===== src/rtl/qsys_tabby_pkg.sv =====
// Shared constants for the Tabby event controller: register map, read FSM encoding, ID.
// Latency: n/a (constants only).
// Backpressure: n/a.
package qsys_tabby_pkg;

    // Word addresses of the register map
    localparam logic [4:0] REG_RAW      = 5'd0;
    localparam logic [4:0] REG_PEND     = 5'd1;
    localparam logic [4:0] REG_MASK     = 5'd2;
    localparam logic [4:0] REG_EDGE     = 5'd3;
    localparam logic [4:0] REG_POL      = 5'd4;
    localparam logic [4:0] REG_FORCE    = 5'd5;
    localparam logic [4:0] REG_STATUS   = 5'd6;
    localparam logic [4:0] REG_ID       = 5'd7;
    localparam logic [4:0] REG_CNT_BASE = 5'd8;

    // Read handshake states
    localparam logic [1:0] RD_IDLE = 2'd0;
    localparam logic [1:0] RD_RD1  = 2'd1;
    localparam logic [1:0] RD_RD2  = 2'd2;

    localparam logic [31:0] DEF_ID_VALUE = 32'h5445_5643;

    // Expand the 4 byte enables into a 32-bit per-bit lane mask
    function automatic logic [31:0] be_to_mask(input logic [3:0] be);
        return {{8{be[3]}}, {8{be[2]}}, {8{be[1]}}, {8{be[0]}}};
    endfunction

endpackage


===== src/rtl/qsys_tabby_evt_sync.sv =====
// One event line: input synchronizer, previous-value flop, edge/level detect.
// Latency: SYNC_STAGES cycles pin to lvl; evt_set/evt_rise are combinational from the flops.
// Backpressure: none, free-running every cycle.
module qsys_tabby_evt_sync
    import qsys_tabby_pkg::*;
#(
    parameter int SYNC_STAGES = 2
) (
    input  logic clk,
    input  logic rst_n,
    input  logic evt_in,
    input  logic pol,
    input  logic edge_mode,
    output logic lvl,
    output logic evt_set,
    output logic evt_rise
);

    logic [SYNC_STAGES-1:0] sync_q, sync_d;
    logic                   prev_q, prev_d;
    logic                   act, act_prev;

    // Shift the raw pin through the synchronizer; remember last synchronized level
    always_comb begin
        sync_d = {sync_q[SYNC_STAGES-2:0], evt_in};
        prev_d = sync_q[SYNC_STAGES-1];
    end

    // Synchronizer and previous-value state
    always_ff @(posedge clk or negedge rst_n) begin
        if (!rst_n) begin
            sync_q <= '0;
            prev_q <= 1'b0;
        end else begin
            sync_q <= sync_d;
            prev_q <= prev_d;
        end
    end

    // Polarity folds the falling-edge / active-low case into the same detector
    always_comb begin
        lvl      = sync_q[SYNC_STAGES-1];
        act      = lvl ^ pol;
        act_prev = prev_q ^ pol;
        evt_rise = act & ~act_prev;
        evt_set  = edge_mode ? evt_rise : act;
    end

endmodule


===== src/rtl/qsys_tabby_evtctl.sv =====
// Avalon-MM event/interrupt controller: sync, detect, pend, mask, irq. Optional per-line event counters under QSYS_TABBY_EVTCTL_CNT_EN.
// Latency: pin to irq SYNC_STAGES+2 cycles; writes 1 cycle; reads readdatavalid 2 cycles after acceptance.
// Backpressure: waitrequest high for the 2 cycles after an accepted read; one outstanding read at a time.
module qsys_tabby_evtctl
    import qsys_tabby_pkg::*;
#(
    parameter int          NUM_EVT     = 10,
    parameter int          SYNC_STAGES = 2,
    parameter logic [31:0] ID_VALUE    = DEF_ID_VALUE
) (
    input  logic               csi_MCLK_clk,
    input  logic               rsi_MRST_reset_n,
    input  logic [4:0]         avs_S1_address,
    input  logic               avs_S1_read,
    input  logic               avs_S1_write,
    input  logic [31:0]        avs_S1_writedata,
    input  logic [3:0]         avs_S1_byteenable,
    output logic [31:0]        avs_S1_readdata,
    output logic               avs_S1_readdatavalid,
    output logic               avs_S1_waitrequest,
    input  logic [NUM_EVT-1:0] coe_EVT_in,
    output logic [NUM_EVT-1:0] ins_IRQ_irq
);

    logic [NUM_EVT-1:0] pend_q, pend_d, mask_q, mask_d, edge_q, edge_d, pol_q, pol_d;
    logic [NUM_EVT-1:0] irq_q, irq_d;
    logic [NUM_EVT-1:0] lvl_sync, evt_set, evt_rise;
    logic [NUM_EVT-1:0] wmask, wbits, w1c, frc;
    logic [31:0]        be_lanes, rd_mux;
    logic [31:0]        snap_q, snap_d, rdata_q, rdata_d;
    logic [1:0]         rd_st_q, rd_st_d;
    logic               wr_acc;
    logic               unused_bits;

    for (genvar gi = 0; gi < NUM_EVT; gi++) begin : g_line
        qsys_tabby_evt_sync #(.SYNC_STAGES(SYNC_STAGES)) u_sync (
            .clk       (csi_MCLK_clk),
            .rst_n     (rsi_MRST_reset_n),
            .evt_in    (coe_EVT_in[gi]),
            .pol       (pol_q[gi]),
            .edge_mode (edge_q[gi]),
            .lvl       (lvl_sync[gi]),
            .evt_set   (evt_set[gi]),
            .evt_rise  (evt_rise[gi])
        );
    end

    // Writes stall while a read is in flight; bits above NUM_EVT are simply dropped
    always_comb begin
        avs_S1_waitrequest = (rd_st_q != RD_IDLE);
        wr_acc   = avs_S1_write & ~avs_S1_waitrequest;
        be_lanes = be_to_mask(avs_S1_byteenable);
        wmask    = be_lanes[NUM_EVT-1:0];
        wbits    = avs_S1_writedata[NUM_EVT-1:0] & wmask;
    end

    // Register writes and pending update; a detected event always beats a same-cycle W1C
    always_comb begin
        mask_d = mask_q;
        edge_d = edge_q;
        pol_d  = pol_q;
        w1c    = '0;
        frc    = '0;
        if (wr_acc) begin
            case (avs_S1_address)
                REG_PEND:  w1c    = wbits;
                REG_MASK:  mask_d = (mask_q & ~wmask) | wbits;
                REG_EDGE:  edge_d = (edge_q & ~wmask) | wbits;
                REG_POL:   pol_d  = (pol_q  & ~wmask) | wbits;
                REG_FORCE: frc    = wbits;
                default: ;
            endcase
        end
        pend_d = (pend_q & ~w1c) | evt_set | frc;
        irq_d  = pend_q & mask_q;
    end

    // Control/status register state and registered interrupt vector
    always_ff @(posedge csi_MCLK_clk or negedge rsi_MRST_reset_n) begin
        if (!rsi_MRST_reset_n) begin
            pend_q <= '0;
            mask_q <= '0;
            edge_q <= '0;
            pol_q  <= '0;
            irq_q  <= '0;
        end else begin
            pend_q <= pend_d;
            mask_q <= mask_d;
            edge_q <= edge_d;
            pol_q  <= pol_d;
            irq_q  <= irq_d;
        end
    end

`ifdef QSYS_TABBY_EVTCTL_CNT_EN
    logic [7:0] cnt_q [NUM_EVT];
    logic [7:0] cnt_d [NUM_EVT];

    // Saturating per-line event counters; a clear in the same cycle as an event wins
    always_comb begin
        for (int i = 0; i < NUM_EVT; i++) begin
            cnt_d[i] = cnt_q[i];
            if (wr_acc && avs_S1_byteenable[0] &&
                ({27'd0, avs_S1_address} == 32'(REG_CNT_BASE) + 32'(i))) begin
                cnt_d[i] = 8'd0;
            end else if (evt_rise[i] && (cnt_q[i] != 8'hFF)) begin
                cnt_d[i] = cnt_q[i] + 8'd1;
            end
        end
    end

    // Counter state
    always_ff @(posedge csi_MCLK_clk or negedge rsi_MRST_reset_n) begin
        if (!rsi_MRST_reset_n) begin
            for (int i = 0; i < NUM_EVT; i++) cnt_q[i] <= 8'd0;
        end else begin
            for (int i = 0; i < NUM_EVT; i++) cnt_q[i] <= cnt_d[i];
        end
    end
`endif

    // Read mux over the live register state (sampled into the snapshot on acceptance)
    always_comb begin
        rd_mux = '0;
        case (avs_S1_address)
            REG_RAW:    rd_mux = 32'(lvl_sync);
            REG_PEND:   rd_mux = 32'(pend_q);
            REG_MASK:   rd_mux = 32'(mask_q);
            REG_EDGE:   rd_mux = 32'(edge_q);
            REG_POL:    rd_mux = 32'(pol_q);
            REG_STATUS: rd_mux = 32'(pend_q & mask_q);
            REG_ID:     rd_mux = ID_VALUE;
            default:    rd_mux = '0;
        endcase
`ifdef QSYS_TABBY_EVTCTL_CNT_EN
        for (int i = 0; i < NUM_EVT; i++) begin
            if ({27'd0, avs_S1_address} == 32'(REG_CNT_BASE) + 32'(i)) rd_mux = {24'd0, cnt_q[i]};
        end
`endif
    end

    // Read FSM: snapshot at acceptance so a same-cycle write is not visible, then two wait cycles
    always_comb begin
        rd_st_d = rd_st_q;
        snap_d  = snap_q;
        rdata_d = rdata_q;
        case (rd_st_q)
            RD_IDLE: begin
                if (avs_S1_read) begin
                    rd_st_d = RD_RD1;
                    snap_d  = rd_mux;
                end
            end
            RD_RD1: begin
                rd_st_d = RD_RD2;
                rdata_d = snap_q;
            end
            RD_RD2:  rd_st_d = RD_IDLE;
            default: rd_st_d = RD_IDLE;
        endcase
    end

    // Read FSM state; reset drops any read in flight
    always_ff @(posedge csi_MCLK_clk or negedge rsi_MRST_reset_n) begin
        if (!rsi_MRST_reset_n) begin
            rd_st_q <= RD_IDLE;
            snap_q  <= '0;
            rdata_q <= '0;
        end else begin
            rd_st_q <= rd_st_d;
            snap_q  <= snap_d;
            rdata_q <= rdata_d;
        end
    end

    // Output drive
    always_comb begin
        avs_S1_readdata      = rdata_q;
        avs_S1_readdatavalid = (rd_st_q == RD_RD2);
        ins_IRQ_irq          = irq_q;
    end

`ifdef QSYS_TABBY_EVTCTL_CNT_EN
    assign unused_bits = ^{be_lanes, avs_S1_writedata};
`else
    assign unused_bits = ^{be_lanes, avs_S1_writedata, evt_rise};
`endif

endmodule


===== config.mk =====
export PLATFORM = sky130hd
export DESIGN_NAME = qsys_tabby_evtctl
export DESIGN_NICKNAME = d
export VERILOG_FILES = /design/src/rtl/qsys_tabby_pkg.sv /design/src/rtl/qsys_tabby_evt_sync.sv /design/src/rtl/qsys_tabby_evtctl.sv
export SDC_FILE = /design/constraint.sdc
export NUM_CORES = 1
export LEC_CHECK = 0
export CAP_MARGIN = 20
export CORE_ASPECT_RATIO = 0.8
export CORE_MARGIN = 2
export CORE_UTILIZATION = 54
export DETAILED_ROUTE_END_ITERATION = 12
export HOLD_SLACK_MARGIN = 0.08
export PLACE_DENSITY_LB_ADDON = 0.15
export SLEW_MARGIN = 0
export SYNTH_ARGS = -nofsm -noshare
export SYNTH_HDL_FRONTEND = slang
export SYNTH_SLANG_ARGS = --single-unit

===== constraint.sdc =====
create_clock -name csi_MCLK_clk -period 2.5 [get_ports csi_MCLK_clk]
set_input_delay 0.5 -clock csi_MCLK_clk [delete_from_list [all_inputs] [get_ports csi_MCLK_clk]]
set_output_delay 0.5 -clock csi_MCLK_clk [all_outputs]
set_load 0.05 [all_outputs]

==> results of run 1 <==
metal layers:
layer	vias up	routed length (um)	share of wire, %
met5	-	0	0
met4	0	133	1.5
met3	12	486	5.3
met2	83	4240	47
met1	1569	4230	47
li1	1442	-	-
synthesized netlist by cell type (2+ instances only):
master	n	area, um2
buf_2	6	30.0
nand2_2	2	12.5
nor2_1	14	52.6
buf_4	21	158
mux2i_1	8	80.1
nand2b_1	15	93.8
o2bb2ai_1	2	17.5
nand4b_1	2	17.5
o32ai_1	2	17.5
nor3_4	2	32.5
o22ai_1	2	12.5
dfrtp_1	104	2600
nand2_1	25	93.8
a32o_1	4	40.0
a221o_1	10	100
clkbuf_1	4	15.0
nor2b_1	8	50.1
a31o_2	8	70.1
o21ai_0	6	30.0
nand3b_1	2	15.0
and2_1	11	68.8
o31ai_1	3	22.5
and3_1	2	12.5
a21oi_1	8	40.0
a211oi_1	8	60.1
inv_1	12	45.0
a2111oi_0	2	17.5
a221oi_1	6	52.6
a22o_1	2	17.5
nand3_1	6	30.0
mux2_2	43	484
nor3_1	3	15.0
layout make-up:
class,count,area share (%)
flip-flops and latches,104,47.5
multi-input cells,232,31.4
repair buffers,82,14.0
clock buffers,12,2.83
well taps,108,2.47
clock inverters,4,0.937
inverters,12,0.823
per-stage QoR:
step | total power, W | std cells | utilization [%]
after floorplan | 0.00260 | 381 | -
after global placement | 0.00289 | 538 | 65.4
after detailed placement | 0.00292 | 538 | 65.4
after CTS | 0.00398 | 554 | 68.0
after global routing | 0.00413 | 554 | 68.0
final | 0.00394 | 554 | 68.0
power by group:
| group | total [W] | internal [W] | switching (W) | leakage, nW |
|---|---|---|---|---|
| sequential | 0.00197 | 0.00185 | 0.000116 | 1.29 |
| combinational | 0.000913 | 0.000360 | 0.000553 | 1.02 |
| clock | 0.00106 | 0.000519 | 0.000538 | 0.103 |
worst max-delay path by stage:
stage | to
after floorplan | pend_q[6]
after global placement | flop
after detailed placement | pend_q[5]
after CTS | avs_S1_readdatavalid
after global routing | avs_S1_waitrequest
final | avs_S1_readdatavalid
kinds of logic (layout without fill, tap and decap cells):
| family | after synthesis | after routing |
|---|---|---|
| DFF | 104 | 104 |
| AOI/OAI and AO/OA | 69 | 69 |
| other | 1 | 13 |
| and+or+nand+nor | 99 | 99 |
| muxes | 51 | 51 |
| buffers and inverters | 45 | 110 |
==> results.yml, run 1 <==
cts:
  clockRootBuffer: "clkbuf_8"
  cts_hold_buf: 0
  cts_buffer_depth: 2
  cts_inserted_buffers: 9
  insertion_delay_ns: 0.38
  cts_tree: "done"
  clock_sinks: 104
  htree_num_levels: 3
  cts_resized: 0
  clk_pin_slew_ns: 0.09
  cts_setup_buffers: 0
final_layout:
  multi_input_area_um2: 1720
  regArea_um2: 2600
  final_area_um2: 5470
  drive_above_1_share_pct: 21.5
  synthToLayoutAreaGrowth_pct: 20.6
  fillers: 609
  final_common_cell: "dfrtp_1"
  num_antenna_cells: 0
  num-nets-final: 496
  final_cell_mix: "104 x dfrtp_1, 60 x clkdlybuf4s50_1, 43 x mux2_2"
sta:
  finalMaxSlewViolations: 0
  setup_viol: 0
  min_period_ns: 2.27
  period_share_pct: 90.6
  fmaxAchievable_mhz: 441
  max_slew.worst_pin.slew_ns: 0.821
  finalHoldViolations: 0
  rsz0062_at_grt: "no"
  finalWorstSetupSlack_ns: 0.235
  tns_ns: 0
  finalClockSkew_ns: 0.00954
  timing.hold.ws_ns: 0.0939
  slew_headroom_pct: 45.1
power:
  leakage_nw: 2.42
  peakVddDrop_mv: 0.551
  power.density_nw_per_um2: 719
synthesis:
  muxShareOfSynthArea_pct: 12.4
  synth_top_family_by_area: "multiplexers"
  synth_compound_area_share_pct: 12.0
  synth.cell_area_um2: 4540
  synth_cell_types: 48
  yosysWarnings: 0
  syn_area_per_cell_um2: 12.3
  async_flop_share_pct: 100
  ys_ff_latch: 104
  yosys.area_share.simple_pct: 12.3
  seq_area_frac_synth_pct: 57.3
  synth_flop_cell: "dfrtp_1"
  synth_edf_count: 0
  syn_inst: 369
  synth_adder_area_share_pct: 0
  synth-xor-area-share_pct: 0
global_route:
  grtUsageMet1_pct: 31.4
  grt.overflow.total: 0
  antenna_found_initial: 0
  grt_max_degree: 43
  grt_util_met2_pct: 32.3
  grt_pass1_wl_mm: 15.0
  grt_usage_pct: 21.8
  grt_pass1_vias: 2933
  grt_util_met3_pct: 5.40
  top_usage_layer: "met2"
die:
  start_util_pct: 56.4
  fp.dieH_um: 86.0
  core_region_area_um2: 8060
  rows: 29
  die-area_um2: 9160
  ios: 99
  die_w_um: 107
routing:
  detail-route-antenna-nets: 0
  wl_mm: 9.09
  vias_per_cell: 5.61
  drtIter0Drc: 116
  drt-wirelength-per-cell_um: 16.4
  dr.pass1.iters: 4
  drc_errors: 0
  vias: 3106
place:
  port_buffers: 61
  placed_cell_area_um2: 5270
  hpwl_mm: 6.74
  place_ws_ns: 0.0871
  globalplace.congestion: 0.863
hold_path:
  hold_class: "input pin to asynchronous set/reset pin"
worst_setup_path:
  cp.required_ns: 2.00
  cpMaxStageDelayCell: "clkdlybuf4s50_1"
  rr_endpoint: "pend_q[5]"
  timing.rr.start: "rd_st_q[0]"
  arrival_ns: 1.77
  cp-end-kind: "output port"
  crit_fanout: 4
  r2r_cells: 3
  cp-start-kind: "flop"
  rrSetupSlack_ns: 0.71
  crit_type: "flop to output port"
  max_stage_delay_ns: 0.82
  cp_cell_sequence: "nor2b_1 > clkdlybuf4s50_1"
  startpoint: "rd_st_q[0]"
  path_depth: 2
  worst-path-buf-inv: 1
  critical_path.top_delay_family: "buffers and inverters"
job:
  cap_violations: 0
status:
  status: "completed"
Power figures use the tool's default switching activity.
==> run 2, diff against run 1 <==
--- a/config.mk
+++ b/config.mk
@@ -12,6 +12,7 @@
 export DETAILED_ROUTE_END_ITERATION = 12
 export HOLD_SLACK_MARGIN = 0.08
 export PLACE_DENSITY_LB_ADDON = 0.15
+export SETUP_SLACK_MARGIN = 0.3
 export SLEW_MARGIN = 0
 export SYNTH_ARGS = -nofsm -noshare
 export SYNTH_HDL_FRONTEND = slang
==> run 2 against run 1 <==
Flip-flop and latch count did not move. Clock skew rose by 0.00051 ns. Critical path depth rose by 3. Total power fell by 0.27%. Global-route usage did not move. Clock power barely moved. Setup slack improved by 0.21 ns. Final area fell by 0.25%. Non-clock buffer count did not move. Critical path type is now input pin to flop. Largest power group unchanged.
==> results.yml, run 2 (same netlist as run 1, synthesis figures left out) <==
routing:
  drt-wirelength-per-cell_um: 16.5
  drc_errors: 0
  drtIter0Drc: 133
  vias: 3094
  detail-route-antenna-nets: 0
  dr.pass1.iters: 4
  wl_mm: 9.14
  vias_per_cell: 5.58
sta:
  rsz0062_at_grt: "no"
  setup_viol: 0
  max_slew.worst_pin.slew_ns: 0.827
  fmaxAchievable_mhz: 486
  finalClockSkew_ns: 0.0101
  finalHoldViolations: 0
  period_share_pct: 82.3
  slew_headroom_pct: 44.7
  tns_ns: 0
  finalMaxSlewViolations: 0
  min_period_ns: 2.06
worst_setup_path:
  cp.required_ns: 2.76
  cp-end-kind: "flop"
  crit_fanout: 8
  cp_cell_sequence: "clkdlybuf4s50_1 > or2_1 > nor3_4 > nand2_2 > mux2_2"
  cpMaxStageDelayCell: "clkdlybuf4s50_1"
  max_stage_delay_ns: 0.51
  arrival_ns: 2.32
  timing.rr.start: "rd_st_q[0]"
  critical_path.top_delay_family: "simple AND/OR/NAND/NOR gates"
  worst-path-buf-inv: 1
  crit_type: "input pin to flop"
  cp-start-kind: "input pin"
  startpoint: "avs_S1_address[4]"
place:
  globalplace.congestion: 0.863
  hpwl_mm: 6.74
  port_buffers: 61
hold_path:
  hold_class: "input pin to asynchronous set/reset pin"
cts:
  cts_buffer_depth: 2
  clock_sinks: 104
  cts_resized: 11
  cts_inserted_buffers: 9
  htree_num_levels: 3
  cts_hold_buf: 0
  cts_setup_buffers: 0
  clk_pin_slew_ns: 0.09
  insertion_delay_ns: 0.38
  clockRootBuffer: "clkbuf_8"
  cts_tree: "done"
final_layout:
  drive_above_1_share_pct: 21.5
  fillers: 618
  synthToLayoutAreaGrowth_pct: 20.3
  num-nets-final: 496
  num_antenna_cells: 0
  multi_input_area_um2: 1720
  regArea_um2: 2600
  final_cell_mix: "104 x dfrtp_1, 49 x clkdlybuf4s50_1, 43 x mux2_2"
  final_common_cell: "dfrtp_1"
job:
  cap_violations: 0
die:
  core_region_area_um2: 8060
  fp.dieH_um: 86.0
  die_w_um: 107
  start_util_pct: 56.4
  rows: 29
  die-area_um2: 9160
  ios: 99
global_route:
  antenna_found_initial: 0
  grt_max_degree: 43
  grt_pass1_vias: 2933
  grt.overflow.total: 0
  grt_usage_pct: 21.8
  grt_pass1_wl_mm: 15.0
power:
  switching_power_w: 0.00121
  p_comb_share_pct: 23.0
  p_seq_share_pct: 50.1
  power_switching_share_pct: 30.7
  totalPowerFinal_w: 0.00393
  power.density_nw_per_um2: 719
  pwr-share-clk_pct: 26.9
  peakVddDrop_mv: 0.551
  power.internal_w: 0.00272
  leakage_nw: 2.47
status:
  status: "completed"
## run 2: cell count changes in the layout (fill, tap and decap cells not counted), sizes merged
cell,change
clkdlybuf4s50,-11
dlygate4sd2,+11
## run 2: power groups by stage
| stage | Combinational, W | Clock [W] | Sequential, W |
|---|---|---|---|
| after global placement | 0.000903 | 0 | 0.00199 |
| after global routing | 0.000958 | 0.00117 | 0.00199 |
| after detailed placement | 0.000916 | 0 | 0.00200 |
| after floorplan | 0.000406 | 0 | 0.00220 |
| final | 0.000902 | 0.00106 | 0.00197 |
| after CTS | 0.000908 | 0.00109 | 0.00197 |
## run 2: cell type report
type | count | area share [%]
multi-input cells | 232 | 31.5
clock inverters | 4 | 0.940
well taps | 108 | 2.47
repair buffers | 82 | 13.8
inverters | 12 | 0.825
flip-flops and latches | 104 | 47.7
clock buffers | 12 | 2.84
## run 2: routing by layer
| layer | GRT usage, % | up-vias | part of all wire (%) |
|---|---|---|---|
| met5 | 0 | - | 0 |
| met4 | 8.15 | 0 | 1.5 |
| met3 | 5.40 | 11 | 4.9 |
| met2 | 32.3 | 82 | 47 |
| met1 | 31.4 | 1558 | 47 |
| li1 | - | 1443 | - |
## run 2: path summary, 6_finish.rpt
kind / cells after the start / to / slack [ns]
max: 5 / flop / 0.44
min: 1 / snap_q[9] / 0.09
max reg2reg: 3 / pend_q[6] / 0.71
min reg2reg: 0 / g_line[5].u_sync.sync_q[1] / 0.35
max in group asynchronous: 2 / g_line[1].u_sync.sync_q[1] / 1.72
min in group csi_MCLK_clk: 0 / g_line[5].u_sync.sync_q[1] / 0.35
## run 2: through the flow
step	area, um2	hold slack, ns	instances	util, %	setup WS [ns]
after detailed placement	5270	0.337	538	65.4	0.0871
after global routing	5460	0.111	554	67.8	0.392
after global placement	5270	0.332	538	65.4	0.0727
final	5460	0.0929	554	67.8	0.444
after floorplan	4580	0.204	381	-	0.754
after CTS	5460	0.104	554	67.8	0.413
